[src/rtl/spi_flash_rd_seq_if.sv]
// ----------------------------------------------------------------------------
// spi_flash_rd_seq_if
// Bus bundle for spi_flash_rd_seq: the Wishbone master port toward the SPI
// controller plus the valid/ready byte stream toward the consumer.
//
// Signals (direction seen from the sequencer, modport master):
//   wb_adr_o  out 32  Wishbone address
//   wb_dat_o  out 32  Wishbone write data
//   wb_dat_i  in  32  Wishbone read data
//   wb_sel_o  out 4   byte selects (always all ones)
//   wb_cyc_o  out 1   Wishbone cycle
//   wb_stb_o  out 1   Wishbone strobe
//   wb_we_o   out 1   Wishbone write enable
//   wb_ack_i  in  1   Wishbone acknowledge
//   m_data    out 8   stream byte
//   m_valid   out 1   stream valid
//   m_ready   in  1   stream ready
// Modport slave is the mirror image (controller + stream consumer side).
// ----------------------------------------------------------------------------
interface spi_flash_rd_seq_if;
    logic [31:0] wb_adr_o;
    logic [31:0] wb_dat_o;
    logic [31:0] wb_dat_i;
    logic [3:0]  wb_sel_o;
    logic        wb_cyc_o;
    logic        wb_stb_o;
    logic        wb_we_o;
    logic        wb_ack_i;
    logic [7:0]  m_data;
    logic        m_valid;
    logic        m_ready;

    modport master (
        output wb_adr_o, wb_dat_o, wb_sel_o, wb_cyc_o, wb_stb_o, wb_we_o,
        input  wb_dat_i, wb_ack_i,
        output m_data, m_valid,
        input  m_ready
    );

    modport slave (
        input  wb_adr_o, wb_dat_o, wb_sel_o, wb_cyc_o, wb_stb_o, wb_we_o,
        output wb_dat_i, wb_ack_i,
        input  m_data, m_valid,
        output m_ready
    );
endinterface

[src/rtl/spi_flash_rd_seq.sv]
// ----------------------------------------------------------------------------
// spi_flash_rd_seq
// Wishbone master that drives the SPI controller register map to perform a
// serial-flash READ (command, 24-bit address, one dummy byte per data byte)
// and returns the received data bytes on a valid/ready stream.
//
// Ports:
//   clk      in  1    clock
//   rst_i    in  1    asynchronous active-high reset
//   start    in  1    request pulse, sampled only when idle
//   addr     in  24   flash byte address (captured on start)
//   len      in  LW   data byte count (captured on start, 0 = no-op)
//   clk_div  in  CDW  SPI divider written to CFG[CDW+1:2]
//   busy_o   out 1    transfer in progress
//   done_o   out 1    one-cycle completion pulse
//   bus      master   Wishbone master + byte stream (spi_flash_rd_seq_if)
//
// Build option: define SPI_FLASH_RD_FAST_EN to issue FAST READ (0x0B) with one
// extra dummy byte after the address (5-byte header instead of 4).
// ----------------------------------------------------------------------------
module spi_flash_rd_seq #(
    parameter int LW  = 16,
    parameter int CDW = 8
) (
    input  logic           clk,
    input  logic           rst_i,
    input  logic           start,
    input  logic [23:0]    addr,
    input  logic [LW-1:0]  len,
    input  logic [CDW-1:0] clk_div,
    output logic           busy_o,
    output logic           done_o,
    spi_flash_rd_seq_if.master bus
);

`ifdef SPI_FLASH_RD_FAST_EN
    localparam logic [7:0] CMD = 8'h0B;
    localparam logic [2:0] HDR = 3'd5;
`else
    localparam logic [7:0] CMD = 8'h03;
    localparam logic [2:0] HDR = 3'd4;
`endif

    localparam logic [15:0] OFF_RXDATA = 16'h0000;
    localparam logic [15:0] OFF_TXDATA = 16'h0004;
    localparam logic [15:0] OFF_CFG    = 16'h0008;
    localparam logic [15:0] OFF_CTRL   = 16'h000C;
    localparam logic [15:0] OFF_LEVEL  = 16'hFE00;

    typedef enum logic [3:0] {
        S_IDLE, S_CFG, S_FLUSH, S_EN, S_TX, S_POLL, S_RX, S_OUT, S_FIN
    } state_t;

    state_t         state_q, state_d;
    logic           cyc_q, cyc_d;
    logic           we_q, we_d;
    logic [15:0]    adr_q, adr_d;
    logic [31:0]    dat_q, dat_d;
    logic [2:0]     idx_q, idx_d;
    logic [LW-1:0]  rem_q, rem_d;
    logic [23:0]    addr_q, addr_d;
    logic [CDW-1:0] div_q, div_d;
    logic [7:0]     mdata_q, mdata_d;
    logic           mvalid_q, mvalid_d;
    logic           busy_q, busy_d;
    logic           done_q, done_d;

    logic           acc_req;
    logic           acc_we;
    logic [15:0]    acc_adr;
    logic [31:0]    acc_dat;
    logic           wb_ack;
    logic [7:0]     tx_byte;
    logic [31:0]    cfg_word;

    assign wb_ack = cyc_q & bus.wb_ack_i;

    always_comb begin
        cfg_word = '0;
        cfg_word[CDW+1:2] = div_q;
    end

    // Header bytes by index; indices past the address (including the FAST
    // READ dummy slot) send 0x00.
    always_comb begin
        case (idx_q)
            3'd0:    tx_byte = CMD;
            3'd1:    tx_byte = addr_q[23:16];
            3'd2:    tx_byte = addr_q[15:8];
            3'd3:    tx_byte = addr_q[7:0];
            default: tx_byte = 8'h00;
        endcase
    end

    always_comb begin
        state_d  = state_q;
        cyc_d    = cyc_q;
        we_d     = we_q;
        adr_d    = adr_q;
        dat_d    = dat_q;
        idx_d    = idx_q;
        rem_d    = rem_q;
        addr_d   = addr_q;
        div_d    = div_q;
        mdata_d  = mdata_q;
        mvalid_d = mvalid_q;
        busy_d   = busy_q;
        done_d   = 1'b0;
        acc_req  = 1'b0;
        acc_we   = 1'b0;
        acc_adr  = '0;
        acc_dat  = '0;

        case (state_q)
            S_IDLE: begin
                if (start) begin
                    addr_d = addr;
                    rem_d  = len;
                    div_d  = clk_div;
                    idx_d  = '0;
                    if (len == '0) begin
                        done_d = 1'b1;
                    end else begin
                        busy_d  = 1'b1;
                        state_d = S_CFG;
                    end
                end
            end
            S_CFG: begin
                acc_req = 1'b1; acc_we = 1'b1; acc_adr = OFF_CFG; acc_dat = cfg_word;
                if (wb_ack) state_d = S_FLUSH;
            end
            S_FLUSH: begin
                acc_req = 1'b1; acc_we = 1'b1; acc_adr = OFF_CTRL; acc_dat = 32'h7;
                if (wb_ack) state_d = S_EN;
            end
            S_EN: begin
                acc_req = 1'b1; acc_we = 1'b1; acc_adr = OFF_CTRL; acc_dat = 32'h1;
                if (wb_ack) state_d = S_TX;
            end
            S_TX: begin
                acc_req = 1'b1; acc_we = 1'b1; acc_adr = OFF_TXDATA; acc_dat = {24'h0, tx_byte};
                if (wb_ack) state_d = S_POLL;
            end
            S_POLL: begin
                acc_req = 1'b1; acc_adr = OFF_LEVEL;
                if (wb_ack && bus.wb_dat_i != '0) state_d = S_RX;
            end
            S_RX: begin
                acc_req = 1'b1; acc_adr = OFF_RXDATA;
                if (wb_ack) begin
                    if (idx_q < HDR) begin
                        idx_d   = idx_q + 3'd1;
                        state_d = S_TX;
                    end else begin
                        mdata_d  = bus.wb_dat_i[7:0];
                        mvalid_d = 1'b1;
                        state_d  = S_OUT;
                    end
                end
            end
            S_OUT: begin
                if (mvalid_q && bus.m_ready) begin
                    mvalid_d = 1'b0;
                    rem_d    = rem_q - 1'b1;
                    state_d  = (rem_q == LW'(1)) ? S_FIN : S_TX;
                end
            end
            S_FIN: begin
                acc_req = 1'b1; acc_we = 1'b1; acc_adr = OFF_CTRL; acc_dat = 32'h0;
                if (wb_ack) begin
                    done_d  = 1'b1;
                    busy_d  = 1'b0;
                    state_d = S_IDLE;
                end
            end
            default: state_d = S_IDLE;
        endcase

        // Launch only from a cycle with cyc low; dropping cyc on the ack
        // cycle therefore guarantees one idle cycle between accesses.
        if (wb_ack) begin
            cyc_d = 1'b0;
        end else if (acc_req && !cyc_q) begin
            cyc_d = 1'b1;
            we_d  = acc_we;
            adr_d = acc_adr;
            dat_d = acc_dat;
        end
    end

    always_ff @(posedge clk or posedge rst_i) begin
        if (rst_i) begin
            state_q  <= S_IDLE;
            cyc_q    <= 1'b0;
            we_q     <= 1'b0;
            adr_q    <= '0;
            dat_q    <= '0;
            idx_q    <= '0;
            rem_q    <= '0;
            addr_q   <= '0;
            div_q    <= '0;
            mdata_q  <= '0;
            mvalid_q <= 1'b0;
            busy_q   <= 1'b0;
            done_q   <= 1'b0;
        end else begin
            state_q  <= state_d;
            cyc_q    <= cyc_d;
            we_q     <= we_d;
            adr_q    <= adr_d;
            dat_q    <= dat_d;
            idx_q    <= idx_d;
            rem_q    <= rem_d;
            addr_q   <= addr_d;
            div_q    <= div_d;
            mdata_q  <= mdata_d;
            mvalid_q <= mvalid_d;
            busy_q   <= busy_d;
            done_q   <= done_d;
        end
    end

    assign bus.wb_adr_o = {16'h0000, adr_q};
    assign bus.wb_dat_o = dat_q;
    assign bus.wb_sel_o = 4'hF;
    assign bus.wb_cyc_o = cyc_q;
    assign bus.wb_stb_o = cyc_q;
    assign bus.wb_we_o  = we_q;
    assign bus.m_data   = mdata_q;
    assign bus.m_valid  = mvalid_q;
    assign busy_o       = busy_q;
    assign done_o       = done_q;

endmodule

[src/flat_wrapper.sv]
// flat-port wrapper written by rule: the top's interface ports become plain ports
module spi_flash_rd_seq_flat 
#(
    parameter int LW  = 16,
    parameter int CDW = 8
)
  (clk, rst_i, start, addr, len, clk_div, busy_o, done_o, bus_wb_adr_o, bus_wb_dat_o, bus_wb_sel_o, bus_wb_cyc_o, bus_wb_stb_o, bus_wb_we_o, bus_wb_dat_i, bus_wb_ack_i, bus_m_data, bus_m_valid, bus_m_ready);
  spi_flash_rd_seq_if bus_i ();
  input  logic clk;
  input  logic rst_i;
  input  logic start;
  input  logic [23:0] addr;
  input  logic [LW-1:0] len;
  input  logic [CDW-1:0] clk_div;
  output logic busy_o;
  output logic done_o;
  output wire logic [$bits(bus_i.wb_adr_o)-1:0] bus_wb_adr_o;
  output wire logic [$bits(bus_i.wb_dat_o)-1:0] bus_wb_dat_o;
  output wire logic [$bits(bus_i.wb_sel_o)-1:0] bus_wb_sel_o;
  output wire logic [$bits(bus_i.wb_cyc_o)-1:0] bus_wb_cyc_o;
  output wire logic [$bits(bus_i.wb_stb_o)-1:0] bus_wb_stb_o;
  output wire logic [$bits(bus_i.wb_we_o)-1:0] bus_wb_we_o;
  input wire logic [$bits(bus_i.wb_dat_i)-1:0] bus_wb_dat_i;
  input wire logic [$bits(bus_i.wb_ack_i)-1:0] bus_wb_ack_i;
  output wire logic [$bits(bus_i.m_data)-1:0] bus_m_data;
  output wire logic [$bits(bus_i.m_valid)-1:0] bus_m_valid;
  input wire logic [$bits(bus_i.m_ready)-1:0] bus_m_ready;
  assign bus_wb_adr_o = bus_i.wb_adr_o;
  assign bus_wb_dat_o = bus_i.wb_dat_o;
  assign bus_wb_sel_o = bus_i.wb_sel_o;
  assign bus_wb_cyc_o = bus_i.wb_cyc_o;
  assign bus_wb_stb_o = bus_i.wb_stb_o;
  assign bus_wb_we_o = bus_i.wb_we_o;
  assign bus_i.wb_dat_i = bus_wb_dat_i;
  assign bus_i.wb_ack_i = bus_wb_ack_i;
  assign bus_m_data = bus_i.m_data;
  assign bus_m_valid = bus_i.m_valid;
  assign bus_i.m_ready = bus_m_ready;
  spi_flash_rd_seq #(.LW(LW), .CDW(CDW)) u_core (.clk(clk), .rst_i(rst_i), .start(start), .addr(addr), .len(len), .clk_div(clk_div), .busy_o(busy_o), .done_o(done_o), .bus(bus_i));
endmodule
[config.mk]
export PLATFORM = sky130hd
export DESIGN_NAME = spi_flash_rd_seq_flat
export DESIGN_NICKNAME = d
export VERILOG_FILES = /design/src/rtl/spi_flash_rd_seq_if.sv /design/src/rtl/spi_flash_rd_seq.sv /design/src/flat_wrapper.sv
export SDC_FILE = /design/constraint.sdc
export NUM_CORES = 1
export LEC_CHECK = 0
export ABC_AREA = 1
export BUFFER_PORTS_ARGS = -buffer_cell sky130_fd_sc_hd__clkbuf_2
export CAP_MARGIN = 20
export CORE_MARGIN = 2
export CORE_UTILIZATION = 55
export DETAILED_ROUTE_END_ITERATION = 10
export GPL_TIMING_DRIVEN = 0
export PLACE_DENSITY = 0.86
export SKIP_LAST_GASP = 1
export SYNTH_ARGS = -nofsm -noshare
export SYNTH_HDL_FRONTEND = slang
export SYNTH_SLANG_ARGS = --single-unit
export TNS_END_PERCENT = 50
[constraint.sdc]
create_clock -name clk -period 4.83 [get_ports clk]
set_input_delay 1.449 -clock clk [delete_from_list [all_inputs] [get_ports clk]]
set_output_delay 1.449 -clock clk [all_outputs]
set_load 0.005 [all_outputs]
After elaboration in Yosys (flattened, before gate mapping):

Cells that the tools add are included.
Widths: inputs -> output; s select.

* bits in registers: 116
* input bits: 85
* output and inout bits: 82

* add/sub/neg operators: 2
* $lt $le $gt $ge: 1
* equality and inequality tests: 24
* multiplexer cells: 39
* bitwise gates (word level): 3
* reduce and logical (&&, ||, !) cells: 24

Operators with widths (count)
* $pmux 16 s4: 1
* $mux 4: 11
* $pmux 10 s4: 1
* $pmux 4 s9: 1
* $mux 16: 2
* $pmux 16 s2: 1
* $pmux 8 s4: 1
* $reduce_bool 32->1: 1
* $ne 2x1->1 const B: 9
* $eq 16x1->1 const B: 1
* $eq 4x3->1 const B: 4
* $logic_not 16->1: 1
* $sub 16x1->16 const B: 1
* $mux 1: 13
* $reduce_and 4->1: 3
* $reduce_and 10->1: 1
* $reduce_bool 2->1: 5
* $mux 3: 3
* $eq 4x2->1 const B: 2
* $reduce_or 7->1: 1
* $eq 3x2->1 const B: 2
* $ne 2x2->1 const B: 3
* $pmux 1 s2: 3
* $pmux 3 s2: 1
* other kinds (16): 21

Logic depth before layout (Yosys ltp):

* depth in word-level cells: 6
* gate-level depth with buffers: 11
* depth with buffers taken out: 10

Worst setup path before layout:

Ideal clock, no wire load.

* path type: input-to-reg
* from: input port bus_wb_ack_i
* to: register u_core.state_q[0]
* library setup time: 0.117 ns
* arrival: 2.176 ns
* slack: 2.537 ns
* stages on the path: 7
* path through: nand2_1 -> inv_1 -> o21ai_0 -> nor2_2 -> nand2_1 -> nand2_1 -> nand2_1

* word-level cells in the longest chain between the ends: 4
* elaborated cells on any way between the ends: 10

RTL lines
* start: declaration: line flat_wrapper.sv:24 `input wire logic [$bits(bus_i.wb_ack_i)-1:0] bus_wb_ack_i;`
* $and 1x1->1 *: line spi_flash_rd_seq.sv:76 `assign wb_ack = cyc_q & bus.wb_ack_i;`
* $logic_and 1x1->1: line spi_flash_rd_seq.sv:147 `if (wb_ack && bus.wb_dat_i != '0) state_d = S_RX;`
* $ne 2x1->1 (no source line)
* $reduce_and 10->1 (no source line) *
* end signal: assignment: line spi_flash_rd_seq.sv:208 `state_q <= state_d;`
* end: declaration: line spi_flash_rd_seq.sv:54 `state_t state_q, state_d;`

Mark *: on every way between the ends. The rest lies on a longest branch, timed or not.
A chain may end at the register's enable or synchronous reset.

==> metrics.yaml <==
r2r_start: "u_core.rem_q[0]"
postCtsSetupBuffers: 0
path_clk_slew_ns: 0.10
vias_per_cell: 4.910
numCtsBuffers: 9
drt-total-wl_um: 11180
core.rowCount: 34
synth_ff_type: "dfrtp_1"
finClkSkew_ns: 0.01148
numPortBuffers: 117
dr_total_vias: 4223
p_int_w: 0.001797
clock_latency_ns: 0.37
worst_path_largest_cell_delay_ns: 0.49
synth.top_cell.area_share: 0.4240
track_usage: 0.2419
synth_top_family_by_area: "simple AND/OR/NAND/NOR gates"
die_w_um: 97.24
place_worst_setup_slack_ns: 2.246
ir_drop_mv: 0.2537
fin_crit_ns: 2.550
cts_sinks: 81
synth_fa_ha_area_frac: 0.01832
htree_levels: 3
antenna_found_initial: 0
finalNetCount: 839
avgSynthCellArea_um2: 8.373
status: "completed"
drive_gt1_frac: 0.3577
seqPwrFrac: 0.377
slew_headroom: 0.6082
synth-xor-area-share: 0.01649
root_buffer: "clkbuf_8"
n_antenna_cell: 0
cts_tree: "done"
hold_buffers: 0
p_per_area_mw_per_mm2: 526.4
dieArea_mm2: 0.009455
synth_compound_area_frac: 0.08689
synth-simple-area-share: 0.2314
grt_pass1_wl_um: 18770
start_util: 0.5563
ys_seq_area_frac: 0.4240
syn_area_mm2: 0.004781
synth_edf_count: 0
worst_pin_slew_ns: 0.5855
hold_viol_final: 0
ios: 167
place.gp.congestion: 0.9534
async_flop_share: 1.000
crit_family: "flip-flops"
swShare: 0.4231
yosys.area.top_type: "dfrtp_1"
r2r-end: "u_core.rem_q[12]"
critical_path_buf_inv_count: 2
path_cells: "buf_4 -> clkbuf_2"
drc: 0
final_antenna_net_count: 0
finalMaxSlewViolations: 0
ctsResizeCount: 0
pwr-share-comb: 0.457
cp-start-kind: "register"
rrSetupSlack_ns: 3.07
clock.fmax_ghz: 0.3921
grt_max_degree: 64
setup_viol: 0
crit_required_ns: 3.38
holdPathEnd: "u_core.bus.wb_dat_o[0]"
critPathArrivalTime_ns: 1.10
fin_crit_sh: 0.5280
rsz0062_at_grt: "no"
die_h_um: 97.24
dp.final_hpwl_um: 8549
syn2layout_area_growth_pct: 23.74
ctsLongestPathBuffers: 2
finalSetupTns_ns: 0
worst_path_max_delay_cell: "dfrtp_1"
drtPass1Iterations: 5
hold_depth: 2
clkPwrFrac: 0.166
hp-start: "u_core.bus.wb_dat_o[0]"
postPlaceCellArea_mm2: 0.005708
setup_slack_ns: 2.280
synth.lib_cells_used.distinct: 34
hp-class: "register to register"
ys_seq_elements: 81
synthCells: 571
drt-wirelength-per-cell_um: 13.00
core_area_mm2: 0.008593
crit_fanout: 8
worstSetupPathType: "register to output pin"
fin_area_mm2: 0.005916
power_switching_w: 0.001317
whs_ns: 0.4942
drt_iter0_markers: 289
globalRoute.totalOverflow: 0
yosys-top-cells-area: "dfrtp_1 42%, nand2_1 10%, buf_4 9.4%, mux2_2 8.0%, nor2_1 6.8%"
grt_pass1_vias: 4148
crit_path_end_kind: "output pin"
ys_warn_count: 0
worstRegToRegCells: 8
cap_violations: 0
leakagePower_nw: 3.168
muxShareOfSynthArea: 0.08244
-- cells in the mapped netlist, types with 2 or more instances --
master and instances:
buf_6 2, a22oi_1 5, o21ai_2 9, dfrtp_1 81, inv_2 6, nand3_1 22
buf_2 6, nand2_2 3, xnor2_1 4, o221ai_1 2, nor3_1 2, o22ai_1 4
xor2_1 5, a21oi_1 13, nand2_1 132, nor2_2 3, nand4_1 3, o21ai_0 25
mux2_2 34, o21ai_1 7, nor2_1 87, o211ai_1 2, buf_4 60, ha_1 7
inv_1 33, nor2_4 5, conb_1 2
-- power groups by stage --
| stage | sequential [W] | clock, W | combinational (W) |
|---|---|---|---|
| 2_1_floorplan | 0.00113 | 0 | 0.00106 |
| 3_3_place_gp | 0.00116 | 0 | 0.00135 |
| 3_5_place_dp | 0.00118 | 0 | 0.00141 |
| 4_1_cts | 0.00117 | 0.000528 | 0.00142 |
| 5_1_grt | 0.00120 | 0.000557 | 0.00159 |
| 6_report | 0.00117 | 0.000517 | 0.00142 |
-- cell families (layout without fill, tap and decap cells) --
logic type	Yosys count	after routing
AOI/OAI and AO/OA	68	68
DFF	81	81
muxes	35	35
adders and majority gates	7	7
and+or+nand+nor	261	261
buffers and inverters	108	242
other	2	49
xor gates and xnor gates	9	9
-- area by class of cell --
type	instances	area [um2]
fillers	677	2678
multi-input cells	429	2266
flip-flops and latches	81	2027
repair buffers	118	613.1
plain buffers	69	518.0
inverters	39	148.9
well taps	108	135.1
clock buffers	9	123.9
clock inverters	7	83.83
-- cells in the final DEF (no fill, tap or decap), types with 4 or more instances in the layout --
| master | count |
|---|---|
| nor2_1 | 87 |
| nand3_1 | 22 |
| o21ai_1 | 7 |
| nor2_4 | 5 |
| dfrtp_1 | 81 |
| ha_1 | 7 |
| mux2_2 | 34 |
| nand2_1 | 132 |
| inv_2 | 6 |
| a22oi_1 | 5 |
| clkbuf_2 | 117 |
| xnor2_1 | 4 |
| buf_2 | 6 |
| o21ai_0 | 25 |
| a21oi_1 | 13 |
| o21ai_2 | 9 |
| xor2_1 | 5 |
| clkbuf_8 | 9 |
| buf_4 | 60 |
| conb_1 | 49 |
| inv_1 | 32 |
| o22ai_1 | 4 |
-- worst max path at each step --
stage,start,endpoint,cells after the start
6_report,u_core.adr_q[14],bus_wb_adr_o[12],2
5_1_grt,u_core.adr_q[14],bus_wb_adr_o[10],2
4_1_cts,u_core.adr_q[14],bus_wb_adr_o[12],2
3_5_place_dp,bus_wb_ack_i,u_core.state_q[0],8
3_3_place_gp,rst_i,u_core.bus.wb_we_o,2
2_1_floorplan,rst_i,u_core.addr_q[0],1
-- sequential cells by signal, indices dropped and copies added, names as in the netlist --
signal               flops
u_core.div_q             8
u_core.bus.wb_we_o       1
u_core.done_o            1
u_core.bus.m_data        8
u_core.bus.wb_dat_o     10
u_core.adr_q             3
u_core.addr_q           24
u_core.rem_q            16
u_core.busy_o            1
u_core.bus.m_valid       1
u_core.idx_q             3
u_core.bus.wb_cyc_o      1
u_core.state_q           4
-- worst reg2reg max path: cells and delay by family, from the launching register on --
kind / cells / cell delay (ns)
buf+inv: 1 / 0.13
flops: 1 / 0.43
xor+xnor: 1 / 0.14
simple gates: 4 / 0.58
compound gates: 1 / 0.14
fa+ha+maj: 1 / 0.24
-- routing by layer --
layer | vias to the layer above | GRT usage | wire length, um
met2 | 171 | 0.4316 | 5768
met3 | 32 | 0.04460 | 732
met4 | 0 | 0.08974 | 275
met1 | 1937 | 0.2916 | 4399
li1 | 2083 | - | -
met5 | - | 0 | 0
-- stage by stage --
stage	power [W]	util	instances
after floorplan	0.002189	-	618
after detailed placement	0.002588	0.6642	844
after CTS	0.003117	0.6884	860
final	0.003114	0.6884	860
after global placement	0.002509	0.6607	843
after global routing	0.003349	0.6884	860
No activity file was read; power rests on OpenSTA's default activity.
